**src/rtl/mac32_rr_sched.sv**
```systemverilog
// mac32_rr_sched: round-robin share of one FP32 MAC (A + B*C) between NUM_REQ requesters; MAC32_SCHED_STATS_EN adds counters.
// Latency: accept -> mac_valid_o 1 cycle, accept -> res_valid_o MAC_LAT+2 cycles; one issue per cycle sustained.
// Backpressure: none from MAC or result side; grants are withheld only while draining (DRAIN/DONE).
module mac32_rr_sched #(
  parameter int PARM_XLEN = 32,
  parameter int NUM_REQ   = 2,
  parameter int MAC_LAT   = 3,
  parameter int ID_W      = $clog2(NUM_REQ)
) (
  input  logic                         clk,
  input  logic                         rst_n,
`ifdef MAC32_SCHED_STATS_EN
  output logic [NUM_REQ*16-1:0]        grant_cnt_o,
  output logic [15:0]                  stall_cnt_o,
`endif
  input  logic [NUM_REQ-1:0]           req_valid_i,
  output logic [NUM_REQ-1:0]           req_ready_o,
  input  logic [NUM_REQ*PARM_XLEN-1:0] req_a_i,
  input  logic [NUM_REQ*PARM_XLEN-1:0] req_b_i,
  input  logic [NUM_REQ*PARM_XLEN-1:0] req_c_i,
  output logic                         mac_valid_o,
  output logic [PARM_XLEN-1:0]         mac_a_o,
  output logic [PARM_XLEN-1:0]         mac_b_o,
  output logic [PARM_XLEN-1:0]         mac_c_o,
  input  logic [PARM_XLEN-1:0]         mac_result_i,
  output logic                         res_valid_o,
  output logic [ID_W-1:0]              res_id_o,
  output logic [PARM_XLEN-1:0]         res_data_o,
  input  logic                         flush_i,
  output logic                         flush_done_o,
  output logic                         busy_o
);

  typedef enum logic [1:0] {ST_RUN, ST_DRAIN, ST_DONE} state_e;
  typedef struct packed {
    logic            vld;
    logic [ID_W-1:0] id;
  } stage_t;

  state_e               state_q, state_d;
  logic [ID_W-1:0]      ptr_q, ptr_d;
  logic                 mac_valid_q, mac_valid_d;
  logic [ID_W-1:0]      mac_id_q, mac_id_d;
  logic [PARM_XLEN-1:0] mac_a_q, mac_a_d, mac_b_q, mac_b_d, mac_c_q, mac_c_d;
  stage_t               stage_q [MAC_LAT];
  stage_t               stage_d [MAC_LAT];
  logic                 res_valid_q, res_valid_d;
  logic [ID_W-1:0]      res_id_q, res_id_d;
  logic [PARM_XLEN-1:0] res_data_q, res_data_d;
  logic                 grant_vld;
  logic [ID_W-1:0]      grant_id;
  logic                 stage_any;

  // Search upward from the rr pointer; rst_n gates ready so every output is low while reset is held.
  always_comb begin
    int idx;
    idx         = 0;
    grant_vld   = 1'b0;
    grant_id    = '0;
    req_ready_o = '0;
    if (state_q == ST_RUN && rst_n) begin
      for (int i = 0; i < NUM_REQ; i++) begin
        idx = (int'(ptr_q) + i) % NUM_REQ;
        if (!grant_vld && req_valid_i[idx]) begin
          grant_vld = 1'b1;
          grant_id  = ID_W'(idx);
        end
      end
    end
    if (grant_vld) req_ready_o[grant_id] = 1'b1;
  end

  always_comb begin
    mac_valid_d = grant_vld;
    mac_id_d    = mac_id_q;
    mac_a_d     = mac_a_q;
    mac_b_d     = mac_b_q;
    mac_c_d     = mac_c_q;
    ptr_d       = ptr_q;
    if (grant_vld) begin
      mac_id_d = grant_id;
      mac_a_d  = req_a_i[int'(grant_id)*PARM_XLEN +: PARM_XLEN];
      mac_b_d  = req_b_i[int'(grant_id)*PARM_XLEN +: PARM_XLEN];
      mac_c_d  = req_c_i[int'(grant_id)*PARM_XLEN +: PARM_XLEN];
      ptr_d    = (int'(grant_id) == NUM_REQ - 1) ? '0 : grant_id + 1'b1;
    end

    // Tag pipe mirrors the MAC latency so the last stage lines up with mac_result_i.
    stage_d[0] = {mac_valid_q, mac_id_q};
    for (int i = 1; i < MAC_LAT; i++) stage_d[i] = stage_q[i-1];
    stage_any = 1'b0;
    for (int i = 0; i < MAC_LAT; i++) stage_any = stage_any | stage_q[i].vld;

    res_valid_d = stage_q[MAC_LAT-1].vld;
    res_id_d    = res_id_q;
    res_data_d  = res_data_q;
    if (stage_q[MAC_LAT-1].vld) begin
      res_id_d   = stage_q[MAC_LAT-1].id;
      res_data_d = mac_result_i;
    end
  end

  always_comb begin
    state_d = state_q;
    unique case (state_q)
      ST_RUN:   if (flush_i) state_d = ST_DRAIN;
      ST_DRAIN: if (!stage_any && !mac_valid_q) state_d = ST_DONE;
      ST_DONE:  if (!flush_i) state_d = ST_RUN;
      default:  state_d = ST_RUN;
    endcase
  end

  always_ff @(posedge clk or negedge rst_n) begin
    if (!rst_n) begin
      state_q     <= ST_RUN;
      ptr_q       <= '0;
      mac_valid_q <= 1'b0;
      mac_id_q    <= '0;
      mac_a_q     <= '0;
      mac_b_q     <= '0;
      mac_c_q     <= '0;
      for (int i = 0; i < MAC_LAT; i++) stage_q[i] <= '0;
      res_valid_q <= 1'b0;
      res_id_q    <= '0;
      res_data_q  <= '0;
    end else begin
      state_q     <= state_d;
      ptr_q       <= ptr_d;
      mac_valid_q <= mac_valid_d;
      mac_id_q    <= mac_id_d;
      mac_a_q     <= mac_a_d;
      mac_b_q     <= mac_b_d;
      mac_c_q     <= mac_c_d;
      for (int i = 0; i < MAC_LAT; i++) stage_q[i] <= stage_d[i];
      res_valid_q <= res_valid_d;
      res_id_q    <= res_id_d;
      res_data_q  <= res_data_d;
    end
  end

  assign mac_valid_o  = mac_valid_q;
  assign mac_a_o      = mac_a_q;
  assign mac_b_o      = mac_b_q;
  assign mac_c_o      = mac_c_q;
  assign res_valid_o  = res_valid_q;
  assign res_id_o     = res_id_q;
  assign res_data_o   = res_data_q;
  assign flush_done_o = (state_q == ST_DONE);
  assign busy_o       = stage_any | mac_valid_q | res_valid_q;

`ifdef MAC32_SCHED_STATS_EN
  logic [15:0] gcnt_q [NUM_REQ];
  logic [15:0] gcnt_d [NUM_REQ];
  logic [15:0] stall_q, stall_d;

  // A stall is a cycle with demand but no grant, which only happens in DRAIN/DONE.
  always_comb begin
    for (int k = 0; k < NUM_REQ; k++) gcnt_d[k] = gcnt_q[k];
    stall_d = stall_q;
    if (grant_vld && gcnt_q[grant_id] != 16'hFFFF) gcnt_d[grant_id] = gcnt_q[grant_id] + 16'd1;
    if (|req_valid_i && !grant_vld && stall_q != 16'hFFFF) stall_d = stall_q + 16'd1;
  end

  always_ff @(posedge clk or negedge rst_n) begin
    if (!rst_n) begin
      for (int k = 0; k < NUM_REQ; k++) gcnt_q[k] <= '0;
      stall_q <= '0;
    end else begin
      for (int k = 0; k < NUM_REQ; k++) gcnt_q[k] <= gcnt_d[k];
      stall_q <= stall_d;
    end
  end

  for (genvar k = 0; k < NUM_REQ; k++) begin : g_gcnt
    assign grant_cnt_o[k*16 +: 16] = gcnt_q[k];
  end
  assign stall_cnt_o = stall_q;
`else
  // Default build carries no statistics state.
`endif

endmodule

```
**config.mk**
```make
export PLATFORM = sky130hd
export DESIGN_NAME = mac32_rr_sched
export DESIGN_NICKNAME = d
export VERILOG_FILES = /design/src/rtl/mac32_rr_sched.sv
export SDC_FILE = /design/constraint.sdc
export NUM_CORES = 1
export LEC_CHECK = 0
export ABC_AREA = 1
export BUFFER_PORTS_ARGS = -buffer_cell sky130_fd_sc_hd__buf_2
export CORE_ASPECT_RATIO = 1.75
export CORE_MARGIN = 10
export CORE_UTILIZATION = 30
export DETAILED_ROUTE_END_ITERATION = 6
export PLACE_DENSITY = 0.65
export REMOVE_ABC_BUFFERS = 1
export SYNTH_ARGS = -nofsm -noshare
export SYNTH_HDL_FRONTEND = slang
export SYNTH_SLANG_ARGS = --single-unit
```
**constraint.sdc**
```tcl
create_clock -name clk -period 2.2 [get_ports clk]
set_clock_uncertainty 0.05 [all_clocks]
set_input_delay 0.22 -clock clk [delete_from_list [all_inputs] [get_ports clk]]
set_output_delay 0.22 -clock clk [all_outputs]
set_load 0.02 [all_outputs]
```
# After elaboration in Yosys (flattened, before gate mapping)

Index checks and enable logic that the tools add are counted.

Add/subtract/negate cells: 2
Order comparisons: 4
Equal/unequal tests: 5
Shift operators: 3
Mux-type cells: 20
Bitwise logic cells: 5
Reduce and logical (&&, ||, !) cells: 9

Operators by type and width:

| operator              | number |
|---|---|
| $shiftx A64 B7 Y32    | 3 |
| $mux W1               | 14 |
| $mux W2               | 4 |
| $ne A2 B2 Y1 const B  | 3 |
| $pmux W2 S3           | 1 |
| $logic_and A1 B1 Y1   | 4 |
| $lt A1 B2 Y1 const B  | 2 |
| $or A1 B1 Y1          | 4 |
| $logic_not A1 Y1      | 3 |
| $lt A2 B3 Y1 const B  | 1 |
| $reduce_and A3 Y1     | 1 |
| $add A1 B1 Y1 const B | 2 |
| $eq A2 B1 Y1 const B  | 1 |
| $eq A2 B2 Y1 const B  | 1 |
| $logic_not A2 Y1      | 1 |
| $and A1 B1 Y1 const A | 1 |
| $demux W1 S1          | 1 |
| $ge A1 B1 Y1 const B  | 1 |

Register bits: 141
Output and inout bits: 135

# Logic depth before layout (Yosys ltp)

Gate-level depths: netlist (run 1).

Depth after elaboration: 13
Gate-level depth with buffers: 8
Depth with buffers taken out: 6

# Worst setup path before layout (run 1)

No wires, ideal clock.

Kind: flip-flop to output port
Start: register state_q[0]
End: output req_ready_o[0]
Data arrival time: 1.141 ns
Slack: 0.789 ns
Stages on the path, launching flop included: 7
Buffers on the path: 1
Path through: dfrtp_1 nor2_2 nand2_2 nor2_4 buf_4 nand2_1 inv_1

Cells in the longest elaborated chain, start to end: 8
Elaborated cells on any way between the ends: 10
Those cells by class: 2 x order compare; 5 x mux; 3 x reduce/logical

Ends and longest elaborated chain:

| element                                                            | RTL line | RTL |
|---|---|---|
| from (decl)                                                        | 40       | `state_e state_q, state_d;` |
| from (signal assigned)                                             | 127      | `state_q <= state_d;` |
| $logic_not A2 Y1 *                                                 | 61       | `if (state_q == ST_RUN && rst_n) begin` |
| $logic_and A1 B1 Y1 *                                              | 61       |  |
| $mux W1                                                            | 61       |  |
| $lt A1 B2 Y1 (not written as such) or $ge A1 B1 Y1 (tied branches) | 70       | `if (grant_vld) req_ready_o[grant_id] = 1'b1;` |
| $logic_and A1 B1 Y1 (not written as such)                          | 70       |  |
| $mux W1 (not written as such)                                      | 70       |  |
| $demux W1 S1                                                       | 70       |  |
| $mux W2 *                                                          | 70       |  |
| to (decl)                                                          | 17       | `output logic [NUM_REQ-1:0] req_ready_o,` |

Mark *: on every way between the ends. The rest lies on a longest branch, timed or not.

# Worst setup path after layout (run 1)

Start: register ptr_q
End: register mac_b_q[25], in the netlist mac_b_o[25]

Cells in the longest elaborated chain, start to end: 9
Elaborated cells on any way between the ends: 16
Those cells by class: 1 x add/sub; 1 x shift; 12 x mux; 2 x reduce/logical

Ends and longest elaborated chain:

| element                                    | RTL line | RTL |
|---|---|---|
| from (decl)                                | 41       | `logic [ID_W-1:0] ptr_q, ptr_d;` |
| from (signal assigned)                     | 128      | `ptr_q <= ptr_d;` |
| $mux W1 (not written as such) (2 in a row) | 64       | `if (!grant_vld && req_valid_i[idx]) begin` |
| $mux W1                                    | 64       |  |
| $mux W1                                    | 61       |  |
| $logic_not A1 Y1                           | 64       |  |
| $logic_and A1 B1 Y1                        | 64       |  |
| $mux W1                                    | 64       |  |
| $mux W1                                    | 61       |  |
| $shiftx A64 B7 Y32                         | 83       | `mac_b_d = req_b_i[int'(grant_id)*PARM_XLEN +: PARM_XLEN];` |
| to (signal assigned)                       | 132      | `mac_b_q <= mac_b_d;` |
| to (decl)                                  | 44       | `logic [PARM_XLEN-1:0] mac_a_q, mac_a_d, mac_b_q, mac_b_d, mac_c_q, mac_c_d;` |

Several ways; a longest one is shown, not always the timed one. The select of a mux whose other input is x is not followed.
A chain may end at the register's enable or synchronous reset.

==> flow_metrics.env, run 1 <==
export IMPL_r2r_start="ptr_q"
export IMPL_synth_distinct_cells=15
export IMPL_start_util_pct=30.26
export IMPL_ff2ff_setup_slack_ns=0.08
export IMPL_endpoint="mac_b_o[25]"
export IMPL_p_per_area_nw_per_um2=1356
export IMPL_critPathCaptureType="flop"
export IMPL_place_hpwl_mm=17.05
export IMPL_clockBufferDepth=2
export IMPL_overflow=0
export IMPL_io_pin_count=364
export IMPL_final_nets=1435
export IMPL_cp_required_ns=2.50
export IMPL_cts_clk_slew_worst_paths_ns=0.06
export IMPL_synth_area_um2=5947
export IMPL_drv_slew=0
export IMPL_tritoncts="yes"
export IMPL_yosysSeqAreaShare_pct=59.33
export IMPL_final_area_um2=10870
export IMPL_cp_start_kind="flop"
export IMPL_cp_top_family="buffers and inverters"
export IMPL_root_buffer="clkbuf_16"
export IMPL_rows=68
export IMPL_die_area_um2=26080
export IMPL_worstSkewPairLatency_ns=0.42
export IMPL_final_core_util_pct=55.32
export IMPL_cts_buffers=17
export IMPL_io_buffers=363
export IMPL_ff2ff_path_depth=7
export IMPL_synthTopCellsByArea="dfrtp_1, nand3_1, nand2_1, mux2_2, buf_2"
export IMPL_cpPeakStageDelay_ns=0.57
export IMPL_syn_area_per_cell_um2=9.455
export IMPL_drv_cap=0
export IMPL_gp_congestion=0.8188
export IMPL_synth_edf_count=0
export IMPL_route_detailed_drc=0
export IMPL_cp_cell_sequence="inv_1 > nand2_1 > nand2_4 > buf_4 > nand3_1 > nand3_1 > dlygate4sd3_1"
export IMPL_grt_max_degree=142
export IMPL_fin_total_pwr_mw=14.75
export IMPL_r2r_end="mac_b_o[25]"
export IMPL_grt_total_usage_pct=19.16
export IMPL_ys_warn_count=0
export IMPL_ir_drop_uv=833.8
export IMPL_vias=7063
export IMPL_synth_cells=629
export IMPL_antenna_found_initial=1
export IMPL_drive_gt1_share_pct=36.83
export IMPL_relSlewSlack_pct=47.76
export IMPL_critical_path_startpoint="ptr_q"
export IMPL_synth_seq_cells=141
export IMPL_viasPerCell=4.824
export IMPL_ant_nets=0
export IMPL_fin_cells=1464
export IMPL_synth_top_area_share_pct=59.33
export IMPL_numPlacedInstances=1206
export IMPL_crit_arrival_ns=2.42
export IMPL_synth_largest_area_cell="dfrtp_1"
export IMPL_status="complete, no violations"
export IMPL_regArea_um2=3528
export IMPL_critPathMaxFanout=57
export IMPL_post_route_min_period_ns=2.115
export IMPL_dpl_cell_area_um2=8035
export IMPL_path_depth=7
export IMPL_rsz0062_at_grt="no"
export IMPL_setup_viol=0
export IMPL_fillCellCount=1642
export IMPL_die_y_um=206.3
export IMPL_path_common_cell="nand3_1"
export IMPL_cpMaxStageDelayCell="dlygate4sd3_1"
export IMPL_ys_top_cells_by_count="nand2_1, nand3_1, dfrtp_1"
export IMPL_worstMarginPinSlew_ns=0.7836
export IMPL_multi_input_area_um2=2195
export IMPL_synth_most_common_cell="nand2_1"
export IMPL_first_pass_iters=4
export IMPL_core_um2=19650
export IMPL_finalCritPeriodShare_pct=96.16
export IMPL_grt_pass1_wl_mm=40.04
export IMPL_hold_violations=0
export IMPL_fmax_mhz=472.7
export IMPL_drtIter0Drc=414
export IMPL_numClockSinks=141
export IMPL_p_leak_nw=5.574
export IMPL_wirelength_mm=26.57
export IMPL_die_w_um=126.4
export IMPL_grt_pass1_vias=7587
export IMPL_crit_type="flop to flop"
export IMPL_cts_max_level=4
export IMPL_syn_to_final_growth_pct=82.83
export IMPL_hp_class="input pin to flop"
export IMPL_crit_buf_inv=3
export IMPL_antenna_cells=0
export IMPL_synthArstFlopShare_pct=100.0
export IMPL_avgRoutedWirePerCell_um=18.15
export IMPL_ys_flop_type="dfrtp_1"
how the worst min path moves through the flow:
stage / endpoint / depth (start not counted) / slack [ns] / startpoint
6_report: res_data_o[15] / 2 / 0.02 / mac_result_i[15]
5_1_grt: res_data_o[15] / 2 / 0.009 / mac_result_i[15]
4_1_cts: res_data_o[15] / 2 / 0.0007 / mac_result_i[15]
3_5_place_dp: stage_d[0] / 0 / 0.28 / stage_d[2]
3_3_place_gp: stage_q[0] / 0 / 0.29 / stage_d[0]
2_1_floorplan: mac_a_o[0] / 0 / -0.13 / rst_n
where the power goes:
part           leakage (nW)  switching [mW]  internal (mW)
sequential             1.72           0.673           3.86
clock                 0.262            1.07           1.61
combinational          3.59            4.09           3.44
timing repair:
item | CTS | global route
gates resized for setup | 0 | 1
hold buffers | 219 | 0
hold endpoints to repair | 269 | 0
buffers inserted | 0 | 5
endpoints found under the setup margin | 0 | 64
cells by family after synthesis:
| group | Yosys count | synth area share (%) |
|---|---|---|
| simple gates | 405 | 30.11 |
| flops | 141 | 59.33 |
| buf+inv | 48 | 4.145 |
| mux | 33 | 6.249 |
| compound gates | 2 | 0.1683 |
stage by stage:
stage	hold WS, ns	setup WS (ns)	TNS [ns]
after floorplan	-0.1256	-0.6250	-61.22
after detailed placement	0.2847	0.5758	0
after CTS	0.0007127	0.02722	0
after global placement	0.2862	0.6495	0
after global routing	0.008925	0.001329	0
final	0.02075	0.08454	0
cell usage in the layout (no fill, tap or decap):
master,instances
clkbuf_8,2
nor2_1,5
clkbuf_16,19
nand2_4,1
nand3_1,193
o21ai_0,2
nand3_4,1
inv_1,4
nand2_1,199
dlygate4sd3_1,219
nor2_4,3
buf_4,11
buf_6,1
clkbuf_1,7
or2_2,1
bufinv_16,1
nand2_2,1
clkinv_2,3
nor2_2,1
mux2_2,33
clkinv_4,1
buf_2,362
clkinvlp_4,1
dfrtp_1,141
buf_12,7
layout make-up:
| cell class | count | area share (%) |
|---|---|---|
| repair buffers | 602 | 39.44 |
| flip-flops and latches | 141 | 32.45 |
| multi-input cells | 440 | 20.18 |
| clock buffers | 26 | 4.407 |
| well taps | 245 | 2.819 |
| clock inverters | 6 | 0.5639 |
| inverters | 4 | 0.1381 |
state kept, by name, summed over array words and instances, names as in the netlist:
name	count
mac_b_o	32
res_data_o	32
mac_a_o	32
stage_d	4
res_id_o	1
mac_valid_o	1
res_valid_d	1
ptr_q	1
mac_c_o	32
stage_q	1
mac_id_q	1
res_valid_o	1
state_q	2
routing by layer:
metal  wire, µm  GRT usage, %  vias to the layer above  share of wire, %
met4       1291         10.57                        2               4.9
met1       9482         19.59                     3382                36
met2      13920         34.03                      346                52
li1           -             -                     3250                 -
met3       1865         5.751                       83               7.0
met5         11             0                        -             0.041
(Power assumes the default switching activity.)
==> run 2, diff against run 1 <==
Settings changed: CTS_BUF_LIST set to sky130_fd_sc_hd__clkbuf_16, CTS_CLUSTER_DIAMETER set to 150.
==> run 2 against run 1 <==
Design area is essentially flat. Sequential share of layout area is essentially flat. Utilization is essentially flat. Critical path depth is the same. Non-clock buffer count grew 2. Register-to-register slack is essentially flat. Wire length shrank 0.18%.
==> flow_metrics.env, run 2 (same netlist as run 1, synthesis figures left out) <==
export IMPL_final_area_um2=10880
export IMPL_vias=7049
export IMPL_mostFrequentLayoutCells="buf_2, dlygate4sd3_1, nand2_1"
export IMPL_status="complete, no violations"
export IMPL_cp_start_kind="flop"
export IMPL_cp_required_ns=2.50
export IMPL_cts_max_level=4
export IMPL_critPathMaxFanout=57
export IMPL_ant_nets=0
export IMPL_fmax_mhz=472.5
export IMPL_viasPerCell=4.805
export IMPL_antenna_found_initial=1
export IMPL_die_y_um=206.3
export IMPL_grt_pass1_vias=7586
export IMPL_tritoncts="yes"
export IMPL_clockBufferDepth=2
export IMPL_crit_arrival_ns=2.42
export IMPL_drv_slew=0
export IMPL_gp_congestion=0.8188
export IMPL_core_um2=19650
export IMPL_crit_type="flop to flop"
export IMPL_p_leak_nw=5.600
export IMPL_drv_cap=0
export IMPL_hold_violations=0
export IMPL_numClockSinks=141
export IMPL_pre_cts_ws_ns=0.5758
export IMPL_overflow=0
export IMPL_cpPeakStageDelay_ns=0.57
export IMPL_start_util_pct=30.26
export IMPL_io_buffers=363
export IMPL_syn_to_final_growth_pct=82.87
export IMPL_whs_ns=0.02009
export IMPL_die_area_um2=26080
export IMPL_final_core_util_pct=55.33
export IMPL_grt_max_degree=142
export IMPL_first_pass_iters=4
export IMPL_worstMarginPinSlew_ns=0.7888
export IMPL_place_hpwl_mm=17.05
export IMPL_layout_commonest_cell="buf_2"
export IMPL_p_per_area_nw_per_um2=1347
export IMPL_post_route_min_period_ns=2.116
export IMPL_die_w_um=126.4
export IMPL_rows=68
export IMPL_cts_clk_slew_worst_paths_ns=0.06
export IMPL_grt_total_usage_pct=19.13
export IMPL_root_buffer="clkbuf_16"
export IMPL_relSlewSlack_pct=47.41
export IMPL_drtIter0Drc=397
export IMPL_io_pin_count=364
export IMPL_dpl_cell_area_um2=8035
export IMPL_cts_buffers=17
export IMPL_cp_cell_sequence="inv_1 > nand2_1 > nand2_4 > buf_4 > nand3_1 > nand3_1 > dlygate4sd3_1"
export IMPL_finalCritPeriodShare_pct=96.20
export IMPL_grt_pass1_wl_mm=39.90
export IMPL_wirelength_mm=26.52
export IMPL_fillCellCount=1641
export IMPL_critPathCaptureType="flop"
export IMPL_route_detailed_drc=0
export IMPL_hp_class="input pin to flop"
export IMPL_path_common_cell="nand3_1"
export IMPL_setup_viol=0
export IMPL_drive_gt1_share_pct=36.61
export IMPL_final_nets=1437
export IMPL_worstSkewPairLatency_ns=0.42
export IMPL_rsz0062_at_grt="no"
export IMPL_avgRoutedWirePerCell_um=18.08
export IMPL_final_setup_worst_slack_ns=0.08369
export IMPL_cpMaxStageDelayCell="dlygate4sd3_1"
export IMPL_ir_drop_uv=834.1
[run 2: routing by layer]
layer / vias to the layer above / global-route usage, % / part of all wire, %
met2: 355 / 33.36 / 52
met3: 97 / 5.956 / 7.1
met5: - / 0 / 0.049
met1: 3340 / 19.33 / 35
met4: 2 / 12.12 / 5.6
li1: 3255 / - / -
[run 2: stage by stage]
step | std cells | TNS (ns) | total power [mW]
floorplan | 585 | -61.22 | 7.860
global placement | 1206 | 0 | 10.17
detailed placement | 1206 | 0 | 10.29
CTS | 1459 | 0 | 14.50
global route | 1466 | 0 | 15.54
finish | 1467 | 0 | 14.65
[run 2: timing repair]
| action | CTS | global route |
|---|---|---|
| hold endpoints to repair | 270 | 0 |
| resized for setup | 0 | 1 |
| endpoints found under the setup margin | 0 | 66 |
| buffers inserted | 0 | 5 |
| hold buffers | 221 | 0 |
[run 2: path summary, 6_finish.rpt]
check,startpoint,endpoint,slack [ns],depth (start not counted)
worst max-delay path,ptr_q,mac_b_o[25],0.08,7
worst min-delay path,mac_result_i[15],res_data_o[15],0.02,2
worst max register to register,ptr_q,mac_b_o[25],0.08,7
worst min register to register,stage_d[2],stage_d[0],0.30,0
max in group asynchronous,rst_n,mac_c_o[29],1.02,3
min in group asynchronous,rst_n,mac_valid_o,0.47,3
[run 2: cell type report]
cell class	count	area [µm²]	area share (%)
Inverter	4	15.01	0.1381
Clock inverter	15	95.09	0.8744
Antenna cell	1	2.502	0.02301
Tap cell	245	306.5	2.819
Clock buffer	17	425.4	3.912
Sequential cell	141	3528	32.44
Multi-Input combinational cell	440	2195	20.18
Timing Repair Buffer	604	4308	39.61
[run 2: report_power, final]
part	internal (mW)	switching, mW
clock	1.51	1.07
combinational	3.45	4.09
sequential	3.86	0.671
[run 2: critical path, delay by kind of cell, from the launching register on]
family                 cells  cell delay [ns]
buffers and inverters      3             1.13
DFF                        1             0.35
and+or+nand+nor            4             0.45
==> run 3, diff against run 2 <==
Settings changed: MAX_ROUTING_LAYER set to met4.
==> run 3 against run 2 <==
Critical path depth increased by 1. Register-to-register slack about the same. Design area barely moved. Count of clock-buffer cells in the layout is the same. Wire length grew 0.42%. First-iteration DRC count fell by 4.5%. Clock power barely moved. Sequential cell count stayed put. Via count rose by 0.68%. Utilization hardly changed. Die area unchanged. Sequential power about the same.
==> flow_metrics.env, run 3 (same netlist as run 1, synthesis figures left out) <==
export IMPL_cts_max_level=4
export IMPL_crit_arrival_ns=2.42
export IMPL_ant_nets=0
export IMPL_rows=68
export IMPL_hold_violations=0
export IMPL_drv_slew=0
export IMPL_status="complete, no violations"
export IMPL_clockBufferDepth=2
export IMPL_core_um2=19650
export IMPL_syn_to_final_growth_pct=82.92
export IMPL_endpoint="mac_b_o[25]"
export IMPL_drv_cap=0
export IMPL_post_route_min_period_ns=2.122
export IMPL_route_detailed_drc=0
export IMPL_final_core_util_pct=55.35
export IMPL_overflow=0
export IMPL_io_buffers=363
export IMPL_hp_class="input pin to flop"
export IMPL_cp_start_kind="flop"
export IMPL_p_leak_nw=5.600
export IMPL_r2r_start="state_q[0]"
export IMPL_p_per_area_nw_per_um2=1348
export IMPL_grt_total_usage_pct=19.69
export IMPL_critPathCaptureType="flop"
export IMPL_antenna_found_initial=1
export IMPL_worstSkewPairLatency_ns=0.42
export IMPL_cts_buffers=17
export IMPL_die_w_um=126.4
export IMPL_tritoncts="yes"
export IMPL_wirelength_mm=26.63
export IMPL_numClockSinks=141
export IMPL_worstMarginPinSlew_ns=0.7652
export IMPL_setup_viol=0
export IMPL_r2r_end="mac_b_o[25]"
export IMPL_cp_required_ns=2.50
export IMPL_vias=7097
export IMPL_critPathMaxFanout=25
export IMPL_finalCritPeriodShare_pct=96.46
export IMPL_grt_max_degree=142
export IMPL_fmax_mhz=471.2
export IMPL_root_buffer="clkbuf_16"
export IMPL_first_pass_iters=5
export IMPL_critical_path_startpoint="state_q[0]"
export IMPL_place_hpwl_mm=17.05
export IMPL_layout_commonest_cell="buf_2"
export IMPL_relSlewSlack_pct=48.99
export IMPL_drive_gt1_share_pct=36.61
export IMPL_ff2ff_path_depth=8
export IMPL_ir_drop_uv=834.6
export IMPL_cts_clk_slew_worst_paths_ns=0.06
export IMPL_grt_pass1_vias=7622
export IMPL_grt_pass1_wl_mm=39.83
export IMPL_avgRoutedWirePerCell_um=18.14
export IMPL_ff2ff_setup_slack_ns=0.08
export IMPL_gp_congestion=0.8310
export IMPL_final_nets=1437
export IMPL_mostFrequentLayoutCells="buf_2, dlygate4sd3_1, nand2_1"
export IMPL_start_util_pct=30.26
export IMPL_die_y_um=206.3
export IMPL_crit_type="flop to flop"
export IMPL_io_pin_count=364
export IMPL_rsz0062_at_grt="no"
export IMPL_viasPerCell=4.834
export IMPL_final_setup_tns_ns=0
export IMPL_drtIter0Drc=379
export IMPL_die_area_um2=26080
==> run 3: area by class of cell <==
class                           count  area (µm²)
Fill cell                        1642        8776
Antenna cell                        2       5.005
Inverter                            4       15.01
Tap cell                          245       306.5
Sequential cell                   141        3528
Clock buffer                       17       425.4
Timing Repair Buffer              604        4308
Multi-Input combinational cell    440        2195
Clock inverter                     15       95.09
==> run 3: worst min-delay path by stage <==
stage	slack (ns)	end	start	depth (start not counted)
floorplan	-0.13	mac_a_o[0]	rst_n	0
global placement	0.29	stage_q[0]	stage_d[0]	0
detailed placement	0.28	stage_d[0]	stage_d[2]	0
CTS	0.0007	res_data_o[15]	mac_result_i[15]	2
global route	0.009	res_data_o[15]	mac_result_i[15]	2
finish	0.02	res_data_o[15]	mac_result_i[15]	2
==> run 3: stage by stage <==
step / hold slack, ns / setup slack, ns / instances / total power, mW / instance area [µm²]
3_5_place_dp: 0.2847 / 0.5758 / 1206 / 10.29 / 8035
2_1_floorplan: -0.1256 / -0.6250 / 585 / 7.860 / 5715
4_1_cts: 0.0007133 / 0.02722 / 1459 / 14.50 / 10770
6_report: 0.01913 / 0.07793 / 1468 / 14.66 / 10880
5_1_grt: 0.008900 / 0.002810 / 1467 / 15.54 / 10880
3_3_place_gp: 0.2862 / 0.6495 / 1206 / 10.17 / 8035
==> run 3: repair_timing <==
| action | 4_1_cts | 5_1_grt |
|---|---|---|
| hold endpoints to repair | 270 | 0 |
| resized for setup | 0 | 1 |
| hold buffers | 221 | 0 |
| endpoints found under the setup margin | 0 | 71 |
| setup buffers | 0 | 5 |
==> run 3: metal layers <==
layer / share of wire [%] / vias to the layer above / track usage [%] / wire, µm
met5: 0 / - / - / 0
li1: - / 3256 / - / -
met1: 36 / 3367 / 19.87 / 9558
met4: 5.8 / 0 / 12.12 / 1532
met3: 6.5 / 95 / 5.186 / 1736
met2: 52 / 379 / 33.35 / 13800
==> run 3: report_power, final <==
part           internal, mW  switching [mW]
Sequential             3.86           0.672
Clock                  1.51            1.07
Combinational          3.45            4.10
==> run 3: critical path, cell delays in order (launching register included) <==
cell and delay, ns:
dfrtp_1 0.43, nor2_4 0.15, nand2_2 0.11, nor2_4 0.19, buf_4 0.15, buf_12 0.16, nand3_1 0.11, nand3_1 0.11
dlygate4sd3_1 0.57
